**src/rtl/ovl_cycle_sequence_monitor_if.sv**
```systemverilog
// Bundle between the cycle-sequence tracker side and the sequence monitor:
// tracker state and events in, violation/coverage results out.
interface ovl_cycle_sequence_monitor_if #(
    parameter int num_cks = 2,
    parameter int CNT_W   = 8
);
    localparam int EV_W = (num_cks > 1) ? num_cks : 1;
    localparam int FV_W = (num_cks > 2) ? num_cks - 1 : 1;

    logic              clear;
    logic [EV_W-1:0]   event_sequence;
    logic [EV_W-1:0]   seq_queue;
    logic              fire;
    logic [1:0]        fire_code;
    logic [FV_W-1:0]   fail_vec;
    logic              fail_sticky;
    logic              cover_trigger;
    logic              cover_complete;
    logic [CNT_W-1:0]  trigger_count;
    logic [CNT_W-1:0]  complete_count;
    logic [CNT_W-1:0]  fail_count;

    modport master (
        output clear, event_sequence, seq_queue,
        input  fire, fire_code, fail_vec, fail_sticky, cover_trigger,
               cover_complete, trigger_count, complete_count, fail_count
    );

    modport slave (
        input  clear, event_sequence, seq_queue,
        output fire, fire_code, fail_vec, fail_sticky, cover_trigger,
               cover_complete, trigger_count, complete_count, fail_count
    );
endinterface

```
**src/rtl/ovl_cycle_sequence_monitor.sv**
```systemverilog
// Evaluates event_sequence against the tracker's seq_queue each cycle and
// registers violation, coverage pulses and saturating coverage counters.
module ovl_cycle_sequence_monitor #(
    parameter int num_cks             = 2,
    parameter int necessary_condition = 0,
    parameter int CNT_W               = 8
) (
    input  logic                           clk,
    input  logic                           reset_n,
    ovl_cycle_sequence_monitor_if.slave    mon
);
    localparam int MOST_PIPE    = 0;
    localparam int FIRST_PIPE   = 1;
    localparam int FIRST_NOPIPE = 2;

    function automatic logic [CNT_W-1:0] sat_inc(input logic [CNT_W-1:0] cnt,
                                                  input logic en);
        logic [CNT_W-1:0] res;
        res = cnt;
        if (en && (cnt != {CNT_W{1'b1}})) begin
            res = cnt + CNT_W'(1);
        end else begin
            res = cnt;
        end
        return res;
    endfunction

    if (num_cks >= 2) begin : g_active
        logic [num_cks-2:0] miss_s;
        logic [num_cks-2:0] fail_vec_next_s;
        logic               retrig_s;
        logic               done_s;
        logic               trig_acc_s;
        logic               code1_next_s;
        logic               fire_next_s;

        logic               fire_r;
        logic [1:0]         fire_code_r;
        logic [num_cks-2:0] fail_vec_r;
        logic               fail_sticky_r;
        logic               cover_trigger_r;
        logic               cover_complete_r;
        logic [CNT_W-1:0]   trigger_count_r;
        logic [CNT_W-1:0]   complete_count_r;
        logic [CNT_W-1:0]   fail_count_r;

        // Next-state violation and coverage terms for the selected trigger mode.
        always_comb begin
            miss_s          = mon.seq_queue[num_cks-1:1] & ~mon.event_sequence[num_cks-2:0];
            retrig_s        = mon.event_sequence[num_cks-1] & (|mon.seq_queue[num_cks-1:1]);
            done_s          = mon.seq_queue[1] & mon.event_sequence[0];
            fail_vec_next_s = {(num_cks-1){1'b0}};
            code1_next_s    = 1'b0;
            trig_acc_s      = mon.event_sequence[num_cks-1];
            case (necessary_condition)
                FIRST_PIPE: begin
                    fail_vec_next_s = miss_s;
                end
                FIRST_NOPIPE: begin
                    // A new trigger while a sequence is in flight is illegal and not accepted.
                    fail_vec_next_s = miss_s;
                    code1_next_s    = retrig_s;
                    trig_acc_s      = mon.event_sequence[num_cks-1] & ~retrig_s;
                end
                MOST_PIPE: begin
                    fail_vec_next_s[0] = miss_s[0];
                end
                default: begin
                    fail_vec_next_s[0] = miss_s[0];
                end
            endcase
            fire_next_s = (|fail_vec_next_s) | code1_next_s;
        end

        // Output flops; clear only affects counters and the sticky flag.
        always_ff @(posedge clk or negedge reset_n) begin
            if (!reset_n) begin
                fire_r           <= 1'b0;
                fire_code_r      <= 2'b00;
                fail_vec_r       <= {(num_cks-1){1'b0}};
                fail_sticky_r    <= 1'b0;
                cover_trigger_r  <= 1'b0;
                cover_complete_r <= 1'b0;
                trigger_count_r  <= {CNT_W{1'b0}};
                complete_count_r <= {CNT_W{1'b0}};
                fail_count_r     <= {CNT_W{1'b0}};
            end else begin
                fire_r           <= fire_next_s;
                fire_code_r      <= {code1_next_s, |fail_vec_next_s};
                fail_vec_r       <= fail_vec_next_s;
                cover_trigger_r  <= trig_acc_s;
                cover_complete_r <= done_s;
                if (mon.clear) begin
                    fail_sticky_r    <= 1'b0;
                    trigger_count_r  <= {CNT_W{1'b0}};
                    complete_count_r <= {CNT_W{1'b0}};
                    fail_count_r     <= {CNT_W{1'b0}};
                end else begin
                    fail_sticky_r    <= fail_sticky_r | fire_next_s;
                    trigger_count_r  <= sat_inc(trigger_count_r, trig_acc_s);
                    complete_count_r <= sat_inc(complete_count_r, done_s);
                    fail_count_r     <= sat_inc(fail_count_r, fire_next_s);
                end
            end
        end

        assign mon.fire           = fire_r;
        assign mon.fire_code      = fire_code_r;
        assign mon.fail_vec       = fail_vec_r;
        assign mon.fail_sticky    = fail_sticky_r;
        assign mon.cover_trigger  = cover_trigger_r;
        assign mon.cover_complete = cover_complete_r;
        assign mon.trigger_count  = trigger_count_r;
        assign mon.complete_count = complete_count_r;
        assign mon.fail_count     = fail_count_r;
    end else begin : g_illegal
        // Illegal sequence length: every output stays at its reset value.
        assign mon.fire           = 1'b0;
        assign mon.fire_code      = 2'b00;
        assign mon.fail_vec       = 1'b0;
        assign mon.fail_sticky    = 1'b0;
        assign mon.cover_trigger  = 1'b0;
        assign mon.cover_complete = 1'b0;
        assign mon.trigger_count  = {CNT_W{1'b0}};
        assign mon.complete_count = {CNT_W{1'b0}};
        assign mon.fail_count     = {CNT_W{1'b0}};
    end
endmodule

```
**src/flat_wrapper.sv**
```systemverilog
// flat-port wrapper written by rule: the top's interface ports become plain ports
module ovl_cycle_sequence_monitor_flat 
#(
    parameter int num_cks             = 2,
    parameter int necessary_condition = 0,
    parameter int CNT_W               = 8
)
  (clk, reset_n, mon_clear, mon_event_sequence, mon_seq_queue, mon_fire, mon_fire_code, mon_fail_vec, mon_fail_sticky, mon_cover_trigger, mon_cover_complete, mon_trigger_count, mon_complete_count, mon_fail_count);
  ovl_cycle_sequence_monitor_if #(.num_cks(num_cks), .CNT_W(CNT_W)) mon_i ();
  input  logic clk;
  input  logic reset_n;
  input wire logic [$bits(mon_i.clear)-1:0] mon_clear;
  input wire logic [$bits(mon_i.event_sequence)-1:0] mon_event_sequence;
  input wire logic [$bits(mon_i.seq_queue)-1:0] mon_seq_queue;
  output wire logic [$bits(mon_i.fire)-1:0] mon_fire;
  output wire logic [$bits(mon_i.fire_code)-1:0] mon_fire_code;
  output wire logic [$bits(mon_i.fail_vec)-1:0] mon_fail_vec;
  output wire logic [$bits(mon_i.fail_sticky)-1:0] mon_fail_sticky;
  output wire logic [$bits(mon_i.cover_trigger)-1:0] mon_cover_trigger;
  output wire logic [$bits(mon_i.cover_complete)-1:0] mon_cover_complete;
  output wire logic [$bits(mon_i.trigger_count)-1:0] mon_trigger_count;
  output wire logic [$bits(mon_i.complete_count)-1:0] mon_complete_count;
  output wire logic [$bits(mon_i.fail_count)-1:0] mon_fail_count;
  assign mon_i.clear = mon_clear;
  assign mon_i.event_sequence = mon_event_sequence;
  assign mon_i.seq_queue = mon_seq_queue;
  assign mon_fire = mon_i.fire;
  assign mon_fire_code = mon_i.fire_code;
  assign mon_fail_vec = mon_i.fail_vec;
  assign mon_fail_sticky = mon_i.fail_sticky;
  assign mon_cover_trigger = mon_i.cover_trigger;
  assign mon_cover_complete = mon_i.cover_complete;
  assign mon_trigger_count = mon_i.trigger_count;
  assign mon_complete_count = mon_i.complete_count;
  assign mon_fail_count = mon_i.fail_count;
  ovl_cycle_sequence_monitor #(.num_cks(num_cks), .necessary_condition(necessary_condition), .CNT_W(CNT_W)) u_core (.clk(clk), .reset_n(reset_n), .mon(mon_i));
endmodule
```
**config.mk**
```make
export PLATFORM = sky130hd
export DESIGN_NAME = ovl_cycle_sequence_monitor_flat
export DESIGN_NICKNAME = d
export VERILOG_FILES = /design/src/rtl/ovl_cycle_sequence_monitor_if.sv /design/src/rtl/ovl_cycle_sequence_monitor.sv /design/src/flat_wrapper.sv
export SDC_FILE = /design/constraint.sdc
export NUM_CORES = 1
export LEC_CHECK = 0
export CORE_UTILIZATION = 35
export CTS_BUF_LIST = sky130_fd_sc_hd__clkbuf_8 sky130_fd_sc_hd__clkbuf_16
export CTS_CLUSTER_DIAMETER = 150
export CTS_CLUSTER_SIZE = 12
export DETAILED_ROUTE_END_ITERATION = 8
export GPL_ROUTABILITY_DRIVEN = 0
export PLACE_DENSITY = 0.64
export SETUP_SLACK_MARGIN = 0.15
export SYNTH_ARGS = -nofsm -noshare
export SYNTH_HDL_FRONTEND = slang
export SYNTH_SLANG_ARGS = --single-unit
```
**constraint.sdc**
```tcl
create_clock -name clk -period 2.1 [get_ports clk]
set_clock_uncertainty 0.05 [all_clocks]
set_input_delay 0.21 -clock clk [delete_from_list [all_inputs] [get_ports clk]]
set_output_delay 0.21 -clock clk [all_outputs]
set_load 0.05 [all_outputs]
```
== After elaboration in Yosys (flattened, before gate mapping) ==
Cells that the tools add are included.

* Eq/ne operators: 3
* $lt $le $gt $ge: 0
* Shifts and indexed selects: 0
* Reductions and logical operators: 6
* Bitwise gates (word level): 4
* Muxes and demuxes: 7
* Divide/modulo/power cells: 0
* Multipliers: 0
* Add/subtract/negate cells: 3

{| class="wikitable"
|+ Operators with widths
! operator !! count
|-
| two-way mux 8 bit || 6
|-
| adder 8 x 1 -> 8 bit (second input constant) || 3
|-
| inequality test 8 bit (second input constant) || 3
|-
| nonzero test 2 bit || 3
|-
| logical AND 1 bit || 3
|-
| AND 1 bit || 2
|-
| two-way mux 1 bit || 1
|-
| NOT 1 bit || 1
|-
| OR 1 bit || 1
|}

* Input bits: 7
* Memories: 0
* Latch bits: 0
* Memory bits (writable): 0
* Output and inout port bits: 31
* Bits in read-only memories: 0
* Word-level logic and storage cells: 30
* Flip-flop bits (word level): 28

== Longest topological paths before layout ==
Gate-level depths: netlist (run 1).

* Depth after elaboration: 5
* Depth in mapped cells: 5
* Depth with buffers taken out: 5

== Worst setup path before layout (run 1) ==
Ideal clock, no wire load.

* Path type: flip-flop to flip-flop
* Start: register u_core.g_active.fail_count_r[0], in the netlist u_core.mon.fail_count[0]
* End: register u_core.g_active.fail_count_r[6], in the netlist u_core.mon.fail_count[6]
* Data arrival time: 1.748 ns
* Slack: 0.224 ns
* Stages on the path, launching flop included: 6
* Path buffers: 0
* Required time: 1.972 ns
* Period minus slack after synthesis: 1.876 ns
* Cells stage by stage: dfrtp_1 ha_1 and4b_2 o211ai_1 or3_1 a21oi_1

* Word-level cells in the longest chain between the ends: 3
* Elaborated cells on any way between the ends: 6
* Those cells by class: 1 x add/sub; 1 x eq/ne; 2 x mux; 2 x reduce/logical

{| class="wikitable"
|+ Ends and longest elaborated chain
! what !! line !! RTL
|-
| from (decl) || ovl_cycle_sequence_monitor.sv:45 || <nowiki>logic [CNT_W-1:0] fail_count_r;</nowiki>
|-
| from (signal assigned) || ovl_cycle_sequence_monitor.sv:86 || <nowiki>fail_count_r <= {CNT_W{1'b0}};</nowiki>
|-
| from (signal assigned) || ovl_cycle_sequence_monitor.sv:97 || <nowiki>fail_count_r <= {CNT_W{1'b0}};</nowiki>
|-
| from (signal assigned) || ovl_cycle_sequence_monitor.sv:102 || <nowiki>fail_count_r <= sat_inc(fail_count_r, fire_next_s);</nowiki>
|-
| adder 8 x 1 -> 8 bit / inequality test 8 bit (equally long branches) || ovl_cycle_sequence_monitor.sv:21, ovl_cycle_sequence_monitor.sv:20 ||
|-
| two-way mux 8 bit / logical AND 1 bit (equally long branches) || ovl_cycle_sequence_monitor.sv:20 || <nowiki>if (en && (cnt != {CNT_W{1'b1}})) begin</nowiki>
|-
| two-way mux 8 bit / nonzero test 2 bit (equally long branches) || n/a ||
|}

Several ways; a longest one is shown, not always the timed one. The select of a mux whose other input is x is not followed.
A chain may end at the register's enable or synchronous reset.

== Worst setup path in the final report (run 1) ==
* Start: register u_core.g_active.trigger_count_r[6], in the netlist u_core.mon.trigger_count[6]
* End: output port mon_trigger_count[6]

{| class="wikitable"
|+ RTL lines
! what !! line !! RTL
|-
| from (decl) || ovl_cycle_sequence_monitor.sv:43 || <nowiki>logic [CNT_W-1:0] trigger_count_r;</nowiki>
|-
| from (signal assigned) || ovl_cycle_sequence_monitor.sv:84 || <nowiki>trigger_count_r <= {CNT_W{1'b0}};</nowiki>
|-
| from (signal assigned) || ovl_cycle_sequence_monitor.sv:95 || <nowiki>trigger_count_r <= {CNT_W{1'b0}};</nowiki>
|-
| from (signal assigned) || ovl_cycle_sequence_monitor.sv:100 || <nowiki>trigger_count_r <= sat_inc(trigger_count_r, trig_acc_s);</nowiki>
|-
| to (decl) || flat_wrapper.sv:21 || <nowiki>output wire logic [$bits(mon_i.trigger_count)-1:0] mon_trigger_count;</nowiki>
|}

No word-level cell between the ends.

==> flow_summary.ini, run 1 <==
[power]
p_leak_nw = 0.822
vdd_ir_drop_max_mv = 0.363
powerDensity_mw_per_mm2 = 605

[placement]
detailed_place_hpwl_mm = 2.21
io_buffers = 35

[floorplanning]
rows = 22
die_area_mm2 = 0.00430
start_util_pct = 37.5
die_w_um = 65.6
die_height_um = 65.6
core_area_mm2 = 0.00377
io_pins = 38

[drt]
drc = 0
avgViaCountPerCell = 5.30
vias = 1198
wl_per_cell_um = 13.3
firstDrtPassIters = 4
final_antenna_net_count = 0
wl_mm = 3.02
drt_iter0_drc = 124

[synthesis]
netlist_area_mm2 = 0.00142
yosys_warnings = 0
yosysMostFrequentCell = dfrtp_1
syn-num-nets = 153
synth_ff_type = dfrtp_1
avgSynthCellArea_um2 = 9.90
synth.area.top_cells = dfrtp_1 50%, nor2_1 6.4%, xor2_1 3.1%
synth_edf_count = 0
synth_top_area_share_pct = 49.5
ys_ff_latch = 28
ys_types = 42
synth_common_cells = 28 x dfrtp_1, 24 x nor2_1, 8 x nand2_1
seq_area_frac_synth_pct = 49.5
netlist_instances = 143
async_flop_share_pct = 100
post-synth-top-area-cell = dfrtp_1

[sta]
rsz0062_at_grt = no
worstMarginPinSlew_ns = 0.512
slew_headroom_pct = 65.8
period_minus_slack_ns = 1.87
fmax_mhz = 534
drv_slew = 0
fin_tns_setup_ns = 0
finalSetupViolCount = 0
finalHoldViolCount = 0
period_share_pct = 89.2

[cts]
ctsRootBufferMaster = clkbuf_8
cts.sinks = 28
clk_pin_slew_ns = 0.09
clk_latency_ns = 0.27
cts_tree = done
ctsHoldBuffers = 0
cts.htree.levels = 1
clock_path_buffers = 2
numCtsBuffers = 3
post_cts_buffers = 0

[final_layout]
antenna_cells = 0
nNetsFinal = 189
synthToLayoutAreaGrowth_pct = 33.2
final-seq-area_um2 = 701
layout-drive-gt1-share_pct = 7.87
final_util_pct = 50.0
nFillCells = 343
multi_input_area_um2 = 659

[setup_path]
cp-endpoint = mon_trigger_count[6]
crit_type = register to output port
r2r_slack_ns = 0.45
start_kind = register
worstSetupPathDepth = 1
rr_worst_depth = 5
cp_data_arrival_time_ns = 1.61
critical-path-top-delay-family = buffers and inverters
cp_num_buf_inv = 1
r2r_start = u_core.mon.fail_count[0]
cp.required_ns = 1.84
cp_slowest_stage_delay_ns = 0.85
setup.worst_path.end_class = output port
startpoint = u_core.mon.trigger_count[6]
path_cells = clkdlybuf4s50_1
r2r_end = u_core.mon.fail_count[1]
cp_slowest_cell = clkdlybuf4s50_1
critPathMaxFanout = 8

[global_routing]
use_met1_pct = 20.6
antenna_found_initial = 0
grt_overflow = 0
grt_util_met2_pct = 25.4
grt_usage_pct = 15.4
grt_use_met3_pct = 3.65
grt_pass1_wl_mm = 5.14
first_global_vias = 1137
grt_max_degree = 29
grt.busiest_layer = met2

[run]
maxCapViolations = 0

[hold_path]
min_path_type = input pin to async pin

[status]
status = complete, no violations
cells by family (layout without fill, tap and decap cells):
family / after synthesis / count (layout) / share of synthesized area (%)
compound gates: 26 / 26 / 13.0
xor+xnor: 6 / 6 / 3.71
fa+ha+maj: 3 / 3 / 2.65
buf+inv: 11 / 46 / 3.89
flops: 28 / 28 / 49.5
mux: 6 / 6 / 4.42
other cells: 1 / 1 / 0.265
simple gates: 62 / 62 / 22.5
how the worst min path moves through the flow:
stage | start | end | slack, ns | cells past startpoint
global route | reset_n | u_core.mon.trigger_count[0] | 0.28 | 2
finish | reset_n | u_core.mon.cover_trigger | 0.25 | 2
floorplan | reset_n | u_core.mon.complete_count[0] | -0.14 | 0
global placement | u_core.mon.fail_sticky | u_core.mon.fail_sticky | 0.45 | 2
CTS | reset_n | u_core.mon.cover_trigger | 0.26 | 2
detailed placement | u_core.mon.fail_sticky | u_core.mon.fail_sticky | 0.46 | 2
area by class of cell:
cell class	instances	share of cell area (%)
Tap cell	48	3.19
Inverter	3	0.597
Multi-Input combinational cell	104	35.0
Timing Repair Buffer	39	20.3
Clock inverter	1	1.59
Clock buffer	3	2.19
Sequential cell	28	37.2
stage by stage:
stage | worst slack (ns) | total power [mW] | cells | hold slack, ns | instance area (um2)
2_1_floorplan | 0.224 | 0.672 | 143 | -0.136 | 1420
3_3_place_gp | 0.187 | 0.731 | 222 | 0.452 | 1810
3_5_place_dp | 0.139 | 0.736 | 222 | 0.457 | 1810
4_1_cts | 0.151 | 1.16 | 226 | 0.263 | 1880
5_1_grt | 0.162 | 1.19 | 226 | 0.278 | 1890
6_report | 0.226 | 1.14 | 226 | 0.250 | 1890
cell usage in the layout (no fill, tap or decap), types with 2 or more instances in the layout:
master	Yosys	routed
clkdlybuf4s50_1	0	34
dfrtp_1	28	28
nor2_1	24	24
nand2_1	8	8
a21oi_1	7	7
nand3_1	6	6
nor3_1	6	6
xor2_1	5	5
nand4_1	4	4
o21ai_0	4	4
mux2i_1	4	4
buf_4	3	4
inv_1	3	3
o31ai_1	3	3
ha_1	3	3
clkbuf_8	0	3
and3_1	2	2
a41o_1	2	2
a31oi_1	2	2
nor2b_1	2	2
a211oi_1	2	2
mux2_2	2	2
where the power goes:
group	switching, mW	internal (mW)
Combinational	0.104	0.0527
Clock	0.163	0.255
Sequential	0.0141	0.552
worst reg2reg max path, delay by kind of cell, from the launching register on:
family | cells | cell delay (ns)
mux | 1 | 0.23
compound gates | 1 | 0.44
fa+ha+maj | 1 | 0.25
simple gates | 2 | 0.16
flops | 1 | 0.42
sequential cells by signal (all words and copies together) (netlist names):
register	count
u_core.mon.complete_count	8
u_core.mon.fail_count	8
u_core.mon.trigger_count	8
u_core.mon.cover_complete	1
u_core.mon.cover_trigger	1
u_core.mon.fail_sticky	1
u_core.mon.fire_code	1
routing by layer:
layer	vias up	part of all wire [%]
met5	-	0
li1	583	-
met4	0	0.40
met2	37	45
met3	2	6.0
met1	576	48
timing repair:
item | in CTS | in global routing
gates resized for setup | 0 | 1
hold endpoints to repair | 0 | 0
endpoints found under the setup margin | 0 | 1
Note: power is estimated with default switching activity, not from simulation.
==> run 2, diff against run 1 <==
--- a/config.mk
+++ b/config.mk
@@ -5,13 +5,13 @@
 export SDC_FILE = /design/constraint.sdc
 export NUM_CORES = 1
 export LEC_CHECK = 0
-export CORE_UTILIZATION = 35
+export CORE_UTILIZATION = 47
 export CTS_BUF_LIST = sky130_fd_sc_hd__clkbuf_8 sky130_fd_sc_hd__clkbuf_16
 export CTS_CLUSTER_DIAMETER = 150
 export CTS_CLUSTER_SIZE = 12
 export DETAILED_ROUTE_END_ITERATION = 8
 export GPL_ROUTABILITY_DRIVEN = 0
-export PLACE_DENSITY = 0.64
+export PLACE_DENSITY = 0.81
 export SETUP_SLACK_MARGIN = 0.15
 export SYNTH_ARGS = -nofsm -noshare
 export SYNTH_HDL_FRONTEND = slang
==> run 2 against run 1 <==
  * The run now ends with design-rule violations left
  * Power grew 0.32%
  * Worst setup slack lost 0.018 ns
  * Maximum frequency shrank 0.94%
  * Sequential power is essentially flat
  * Critical path type unchanged
  * Largest power group unchanged
==> flow_summary.ini, run 2 (synthesis gave the netlist of run 1 again) <==
[global_routing]
grt.busiest_layer = met2
grt_usage_pct = 20.0
antenna_found_initial = 0
grt_pass1_wl_mm = 4.97
grt_util_met2_pct = 34.2
use_met1_pct = 25.1
grt_max_degree = 29
first_global_vias = 1160
grt_overflow = 0
grt_use_met3_pct = 3.46

[sta]
drv_slew = 0
finalHoldViolCount = 0
fmax_mhz = 529
slew_headroom_pct = 65.4
period_minus_slack_ns = 1.89
fin_tns_setup_ns = 0
fin_ws_ns = 0.208
worstMarginPinSlew_ns = 0.517
period_share_pct = 90.1
rsz0062_at_grt = no
finalSetupViolCount = 0

[placement]
dp_slack_ns = 0.156
detailed_place_hpwl_mm = 2.15
place_area_mm2 = 0.00179
io_buffers = 35
dp.cells = 205

[floorplanning]
die_w_um = 56.9
die_height_um = 56.9
start_util_pct = 50.4
die_area_mm2 = 0.00323
io_pins = 38
rows = 19
core_area_mm2 = 0.00281

[cts]
cts.sinks = 28
cts_resized = 0
ctsHoldBuffers = 0
ctsRootBufferMaster = clkbuf_8
cts.htree.levels = 1
post_cts_buffers = 0
clk_latency_ns = 0.28
clk_pin_slew_ns = 0.10
cts_tree = done
numCtsBuffers = 3
clock_path_buffers = 2

[power]
powerDensity_mw_per_mm2 = 614
vdd_ir_drop_max_mv = 0.359
p_leak_nw = 0.822

[final_layout]
final_util_pct = 66.5
nNetsFinal = 189
postLayoutCellArea_mm2 = 0.00186
layout-drive-gt1-share_pct = 7.87
synthToLayoutAreaGrowth_pct = 31.7
antenna_cells = 0
nFillCells = 234
stdcell_count = 209
final_common_cell = clkdlybuf4s50_1
layout_common_cells = 34 x clkdlybuf4s50_1, 28 x dfrtp_1, 24 x nor2_1, 8 x nand2_1, 7 x a21oi_1

[setup_path]
r2r_slack_ns = 0.37
rr_worst_depth = 5
cp.required_ns = 1.84
start_kind = register
r2r_end = u_core.mon.complete_count[1]
cp_slowest_stage_delay_ns = 0.85
crit_type = register to output port
cp_num_buf_inv = 1
critPathMaxFanout = 8
cp_slowest_cell = clkdlybuf4s50_1
path_cells = clkdlybuf4s50_1
cp_data_arrival_time_ns = 1.63
r2r_start = u_core.mon.complete_count[0]
setup.worst_path.end_class = output port
critical-path-top-delay-family = buffers and inverters

[drt]
drc = 5
wl_mm = 2.91
final_antenna_net_count = 0
vias = 1192
firstDrtPassIters = 6
wl_per_cell_um = 13.9
avgViaCountPerCell = 5.70
drt_iter0_drc = 37

[run]
maxCapViolations = 0

[hold_path]
min_path_type = input pin to async pin

[status]
status = finished with violations
violations = design-rule violations
[run 2: area by class of cell]
class | count | area (um2) | area share (%)
clock buffer | 3 | 41.3 | 2.21
clock inverter | 1 | 30.0 | 1.61
inverter | 3 | 11.3 | 0.604
multi-input combinational | 104 | 659 | 35.4
sequential | 28 | 701 | 37.6
tap | 31 | 38.8 | 2.08
timing repair buffer | 39 | 383 | 20.5
[run 2: power breakdown]
part / switching, mW / internal [mW]
clock network: 0.168 / 0.255
registers: 0.0132 / 0.552
logic: 0.103 / 0.0523
[run 2: how the worst max path moves through the flow]
stage | start | end | cells after the start
floorplan | u_core.mon.fail_count[0] | u_core.mon.fail_count[6] | 5
global placement | mon_seq_queue[1] | u_core.mon.complete_count[5] | 5
detailed placement | mon_event_sequence[0] | u_core.mon.complete_count[5] | 5
CTS | u_core.mon.complete_count[2] | mon_complete_count[2] | 1
global route | u_core.mon.trigger_count[6] | mon_trigger_count[6] | 1
finish | u_core.mon.trigger_count[6] | mon_trigger_count[6] | 1
[run 2: metrics by stage]
stage               power, mW  hold slack [ns]
floorplan               0.672           -0.136
global placement        0.729            0.429
detailed placement      0.733            0.443
CTS                      1.15            0.264
global route             1.19            0.283
finish                   1.14            0.247
[run 2: layer usage]
| metal | share of wire (%) | up-vias | wire (um) |
|---|---|---|---|
| met3 | 3.0 | 4 | 87 |
| li1 | - | 591 | - |
| met5 | 0 | - | 0 |
| met2 | 50 | 30 | 1460 |
| met4 | 1.4 | 0 | 41 |
| met1 | 45 | 567 | 1320 |
==> run 3, diff against run 2 <==
--- a/config.mk
+++ b/config.mk
@@ -5,6 +5,7 @@
 export SDC_FILE = /design/constraint.sdc
 export NUM_CORES = 1
 export LEC_CHECK = 0
+export CORE_ASPECT_RATIO = 1.4
 export CORE_UTILIZATION = 47
 export CTS_BUF_LIST = sky130_fd_sc_hd__clkbuf_8 sky130_fd_sc_hd__clkbuf_16
 export CTS_CLUSTER_DIAMETER = 150
==> run 3 against run 2 <==
  * The flow now finishes without violations
  * Critical endpoint unchanged
  * Sequential power about the same
  * First-iteration DRC count up 73%
  * Utilization down 1.8 points
  * Worst setup slack better by 0.035 ns
  * Critical path type unchanged
  * Final area down 1.2%
  * Flip-flop and latch count unchanged
  * Global-route usage down 0.33 points
  * Wire length up 0.62%
  * Register-to-register slack better by 0.06 ns
  * Clock power down 33%
==> flow_summary.ini, run 3 (synthesis gave the netlist of run 1 again) <==
[setup_path]
critical-path-top-delay-family = buffers and inverters
cp_slowest_stage_delay_ns = 0.85
cp_slowest_cell = clkdlybuf4s50_1
crit_type = register to output port
start_kind = register
setup.worst_path.end_class = output port
critPathMaxFanout = 8
cp_data_arrival_time_ns = 1.60
cp.required_ns = 1.84
cp_num_buf_inv = 1
path_cells = clkdlybuf4s50_1

[placement]
dp_slack_ns = 0.150
io_buffers = 35
detailed_place_hpwl_mm = 2.23

[sta]
period_share_pct = 88.4
finalSetupViolCount = 0
fin_tns_setup_ns = 0
finalHoldViolCount = 0
slew_headroom_pct = 66.1
period_minus_slack_ns = 1.86
worstMarginPinSlew_ns = 0.507
fin_ws_ns = 0.243
fmax_mhz = 538
drv_slew = 0
rsz0062_at_grt = no

[global_routing]
grt_usage_pct = 19.7
first_global_vias = 1145
grt_overflow = 0
grt_max_degree = 29
antenna_found_initial = 0
grt_pass1_wl_mm = 4.86

[cts]
clk_pin_slew_ns = 0.09
clk_latency_ns = 0.27
clock_path_buffers = 2
cts.sinks = 28
cts_tree = done
ctsRootBufferMaster = clkbuf_8
ctsHoldBuffers = 0
numCtsBuffers = 3
cts.htree.levels = 1

[floorplanning]
rows = 23
die_w_um = 48.4
io_pins = 38
start_util_pct = 49.7
die_area_mm2 = 0.00324
core_area_mm2 = 0.00285
die_height_um = 66.9

[final_layout]
synthToLayoutAreaGrowth_pct = 30.2
nFillCells = 225
antenna_cells = 0
layout_common_cells = 34 x clkdlybuf4s50_1, 28 x dfrtp_1, 24 x nor2_1, 8 x nand2_1, 7 x a21oi_1
nNetsFinal = 189
final_common_cell = clkdlybuf4s50_1
layout-drive-gt1-share_pct = 7.34

[drt]
firstDrtPassIters = 4
drc = 0
drt_iter0_drc = 64
vias = 1219
wl_mm = 2.93
avgViaCountPerCell = 5.70
wl_per_cell_um = 13.7
final_antenna_net_count = 0

[power]
power_frac_comb_pct = 15.5
p_total_mw = 1.01
powerDensity_mw_per_mm2 = 546
clkPwrFrac_pct = 28.3
p_leak_nw = 0.808
p_sw_share_pct = 27.2
vdd_ir_drop_max_mv = 0.350
pwr-share-seq_pct = 56.2
p_sw_uw = 273
internal-power_uw = 733

[status]
status = complete, no violations

[hold_path]
min_path_type = input pin to async pin

[run]
maxCapViolations = 0
==> run 3: final timing paths <==
| path | start | to | slack (ns) | depth (start not counted) |
|---|---|---|---|---|
| worst max-delay path | u_core.mon.trigger_count[6] | mon_trigger_count[6] | 0.24 | 1 |
| worst min-delay path | reset_n | u_core.mon.fail_count[5] | 0.26 | 2 |
| worst max register to register | u_core.mon.complete_count[0] | u_core.mon.complete_count[1] | 0.43 | 5 |
| worst min register to register | u_core.mon.fail_sticky | u_core.mon.fail_sticky | 0.47 | 2 |
| max in group asynchronous | reset_n | u_core.mon.trigger_count[6] | 1.47 | 2 |
| min in group clk | u_core.mon.fail_sticky | u_core.mon.fail_sticky | 0.47 | 2 |
==> run 3: final cells by class <==
| type | instances | area [um2] | area share (%) |
|---|---|---|---|
| clock buffers | 3 | 41.3 | 2.24 |
| inverters | 3 | 11.3 | 0.611 |
| multi-input cells | 104 | 659 | 35.8 |
| flip-flops and latches | 28 | 701 | 38.0 |
| well taps | 37 | 46.3 | 2.51 |
| repair buffers | 39 | 383 | 20.8 |
==> run 3: what timing repair did <==
action / in CTS / in global routing
resized for setup: 0 / 1
buffers inserted: 0 / 0
setup endpoints to repair: 0 / 1
hold endpoints to repair: 0 / 0
==> run 3: worst reg2reg max path, delay by kind of cell, from the launching register on <==
| family | cells | cell delay, ns |
|---|---|---|
| flip-flops | 1 | 0.45 |
| AND/OR/NAND/NOR | 2 | 0.16 |
| adder cells (fa/ha/maj) | 1 | 0.27 |
| multiplexers | 1 | 0.24 |
| AO/OA/AOI/OAI | 1 | 0.38 |
==> run 3: metal layers <==
metal	GRT usage [%]	share of wire [%]	up-vias
met1	23.5	42	594
met4	12.1	1.4	0
met3	2.51	3.7	4
li1	-	-	581
met2	33.8	52	40
met5	0	0	-
==> run 3: metrics by stage <==
step	instances	util (%)	area (um2)	hold slack, ns
floorplan	143	-	1420	-0.136
global placement	211	63.1	1800	0.440
detailed placement	211	63.1	1800	0.459
CTS	214	64.6	1840	0.282
global route	214	64.6	1840	0.306
finish	214	64.6	1840	0.259
==> run 3: power groups by stage <==
stage | registers [mW] | clock network [mW] | logic (mW)
CTS | 0.565 | 0.289 | 0.158
global route | 0.567 | 0.307 | 0.168
finish | 0.565 | 0.285 | 0.156
floorplan | 0.621 | 0 | 0.0509
detailed placement | 0.576 | 0 | 0.157
global placement | 0.575 | 0 | 0.154
==> RTL change 1, RTL diff (flow settings as in run 3) <==
`CNT_W` is set to 8 in 3 places; all go to 12.
--- a/src/rtl/ovl_cycle_sequence_monitor_if.sv
+++ b/src/rtl/ovl_cycle_sequence_monitor_if.sv
@@ -4,3 +4,3 @@
     parameter int num_cks = 2,
-    parameter int CNT_W   = 8
+    parameter int CNT_W   = 12
 );
--- a/src/rtl/ovl_cycle_sequence_monitor.sv
+++ b/src/rtl/ovl_cycle_sequence_monitor.sv
@@ -5,3 +5,3 @@
     parameter int necessary_condition = 0,
-    parameter int CNT_W               = 8
+    parameter int CNT_W               = 12
 ) (
--- a/src/flat_wrapper.sv
+++ b/src/flat_wrapper.sv
@@ -5,3 +5,3 @@
     parameter int necessary_condition = 0,
-    parameter int CNT_W               = 8
+    parameter int CNT_W               = 12
 )
Interface: changed (resized mon_complete_count, mon_fail_count and mon_trigger_count); port bits go from 38 to 50. The function was not compared with the original's and may differ.
==> RTL change 1 against run 3 <==
Via count rose by 54%; sequential share of layout area decreased by 2.3 points; cell area rose by 52%; global-route usage grew 2.9 points; sequential cell count rose by 12; clock power rose by 64%; combinational power up 12%; core utilization increased by 0.48 points; total power rose by 43%; wire length grew 66%; area after synthesis up 52%; setup slack worse by 0.012 ns.
==> RTL change 1: results (changes against run 3) <==
[status]
status = completed

[route]
wl_um = 4853  ; +66%

[placement]
place_hpwl_um = 3418  ; +53%
dp.cells = 322  ; +53%

[finish]
signal_buffer_area_fraction_pct = 19.88  ; -0.90 points
multi_input_area_share_pct = 38.03  ; +2.2 points
final_nets = 280  ; +48%
nonClockInverterCount = 8  ; +5
multi_input_cells = 157  ; +51%
n_fill_cell = 372  ; +65%

[global_routing]
grt_pass1_wl_um = 8266  ; +70%
grt_use_total_pct = 22.65  ; +2.9 points
grt_pass1_vias = 1799  ; +57%

[clock_tree]
clkTransAtPathRegs_ns = 0.07  ; -0.02 ns
hold_buffers = 1  ; +1

[setup_path]
critPathMaxFanout = 6  ; -2
r2r_end = u_core.mon.trigger_count[11]
r2r_setup_slack_ns = 0.35  ; -0.08 ns

[logic_synthesis]
syn_avg_cell_area_sq_um = 10.02  ; +1.2%
synth-xor-area-share_pct = 3.254  ; -0.46 points
seq_area_frac_synth_pct = 46.48  ; -3.0 points
synth-adder-area-share_pct = 1.743  ; -0.91 points
ys_types = 51  ; +21%
synthTopCellsByArea = dfrtp_1, nor2_1, a21oi_1, nand4_1, nand2_1

[power]
switching_share_pct = 26.37  ; -0.80 points

[timing]
slew_headroom_pct = 65.45  ; -0.66 points

-- RTL change 1: power by group through the flow --
stage	registers [uW]	clock network, uW	logic [uW]
finish	797	467	174
global route	799	507	187
CTS	797	485	176
detailed placement	812	0	174
global placement	812	0	172
floorplan	857	0	56.2
-- RTL change 1: worst max-delay path by stage --
stage	cells after the start	endpoint	start	slack [ns]
finish	1	mon_fail_count[2]	u_core.mon.fail_count[2]	0.23
global route	1	mon_fail_count[4]	u_core.mon.fail_count[4]	0.17
CTS	1	mon_trigger_count[7]	u_core.mon.trigger_count[7]	0.17
detailed placement	5	u_core.mon.fail_count[9]	mon_seq_queue[1]	0.14
global placement	5	u_core.mon.fail_count[9]	mon_seq_queue[1]	0.18
floorplan	5	u_core.mon.trigger_count[1]	u_core.mon.trigger_count[0]	0.15
-- RTL change 1: routing by layer --
metal	track usage (%)	wire, um	vias to the layer above
met5	0	0	-
met2	36.97	2408	58
li1	-	-	910
met1	27.66	2142	901
met3	5.039	201	10
met4	11.67	100	0
==> RTL change 2, RTL diff (flow settings as in run 3) <==
Made on the original files. Make the reset (`reset_n`) synchronous in one clocked block.
--- a/src/rtl/ovl_cycle_sequence_monitor.sv
+++ b/src/rtl/ovl_cycle_sequence_monitor.sv
@@ -75,3 +75,3 @@
         // Output flops; clear only affects counters and the sticky flag.
-        always_ff @(posedge clk or negedge reset_n) begin
+        always_ff @(posedge clk) begin
             if (!reset_n) begin
Check against the original RTL: differs if reset_n is asserted again (counterexample within 4 cycles, from zero or initial values and one cycle with reset_n low); with reset_n held inactive, the same outputs for 10 cycles.
==> RTL change 2 against run 3 <==
Final cell count up 3.7%; setup slack gained 0.013 ns; cell area is 5.8% lower; clock power rose by 46%; area after synthesis fell by 10%; wire length fell by 3.4%; sequential cell count unchanged; total power rose by 4.5%; critical path type unchanged; largest power group unchanged.
==> RTL change 2: results (changes against run 3) <==
[setup_path]
endpoint = mon_complete_count[2]
r2r_end = u_core.mon.trigger_count[0]
critPathMaxFanout = 8  ; unchanged
r2r_setup_slack_ns = 0.51  ; +0.08 ns
slowest_delay_ns = 0.85  ; about the same
cp_top_family = buffers and inverters
worstReg2RegStart = u_core.mon.trigger_count[0]
crit_arrival_ns = 1.58  ; -0.02 ns
crit_start = u_core.mon.complete_count[2]

[finish]
drive_gt1_share_pct = 8.065  ; +0.72 points
final_nets = 197  ; +4.2%

[global_routing]
grt_pass1_wl_um = 4664  ; -4.1%
grt_max_degree = 17  ; -41%
grt_use_total_pct = 21.02  ; +1.3 points
grt_pass1_vias = 1116  ; -2.5%
met2_usage_pct = 35.56  ; +1.8 points
grtUsageMet3_pct = 2.865  ; +0.35 points
use_met1_pct = 25.77  ; +2.2 points

[clock_tree]
clkTransAtPathRegs_ns = 0.09  ; about the same
clk_latency_ns = 0.27  ; about the same
cts_resized = 0  ; unchanged
post-cts-setup-buffers = 0  ; unchanged

[logic_synthesis]
postSynthCellCount = 149  ; +4.2%
synthFlopType = dfxtp_1
synthArstFlopShare_pct = 0  ; -100 points
seq_area_frac_synth_pct = 44.05  ; -5.5 points
synthTopCellsByArea = dfxtp_1, nor2_1, o21ai_0, nand2_1, xor2_1
syn_nets = 159  ; +3.9%
synth_commonest_cells = dfxtp_1, nor2_1, nand2_1, o21ai_0
ys_types = 38  ; -9.5%

[route]
met1Wirelength_um = 1208  ; -2.8%
top_layer = met4
firstDrtPassIters = 4  ; unchanged
num_vias = 1242  ; +1.9%
drt_iter0_markers = 35  ; -45%
wl_met3_um = 125  ; +17%
viasPerCell = 5.595  ; -1.8%
wl_per_cell_um = 12.74  ; -6.9%
met2_length_um = 1455  ; -5.3%

[placement]
dp.cells = 218  ; +3.3%
placement.io_buffers = 35  ; unchanged
place_ws_ns = 0.2777  ; +0.1280 ns
place_hpwl_um = 2191  ; -1.8%
place_area_sq_um = 1664  ; -7.4%

[power]
peakVddDrop_v = 0.0003975  ; +14%
total_leakage_power_uw = 0.0005927  ; -27%

[min_path]
holdPathEnd = u_core.mon.fail_sticky
min-delay-start = u_core.mon.fail_sticky
hold_depth = 2
min_path_type = flop to flop

[status]
status = completed

[timing]
fin_ws_ns = 0.2554  ; +0.01255 ns
fin_hold_ws_ns = 0.4537  ; +0.1948 ns
slew_headroom_pct = 65.89  ; -0.22 points

==> RTL change 2: cell type report <==
| type | count | area, sq um |
|---|---|---|
| inverters | 4 | 15.01 |
| clock buffers | 3 | 41.29 |
| clock inverters | 1 | 30.03 |
| flip-flops and latches | 28 | 560.5 |
| well taps | 36 | 45.04 |
| repair buffers | 39 | 380.4 |
| fillers | 221 | 852.1 |
| multi-input cells | 111 | 663.1 |
==> RTL change 2: report_power, final <==
| group | internal, uW | leakage [uW] | switching (uW) |
|---|---|---|---|
| clock network | 255 | 0.0000357 | 161 |
| logic | 35.0 | 0.000330 | 58.3 |
| registers | 537 | 0.000227 | 5.15 |
==> RTL change 2: cell families (layout without fill, tap and decap cells) <==
group                      count (synthesis)  after routing  share of synthesized area (%)
AOI/OAI and AO/OA                         37             37                          18.68
xor gates and xnor gates                   5              5                          3.441
adders and majority gates                  3              3                          2.950
buffers and inverters                     10             47                          3.834
DFF                                       28             28                          44.05
muxes                                      1              1                         0.7867
other                                      1              1                         0.2947
and+or+nand+nor                           64             64                          25.96
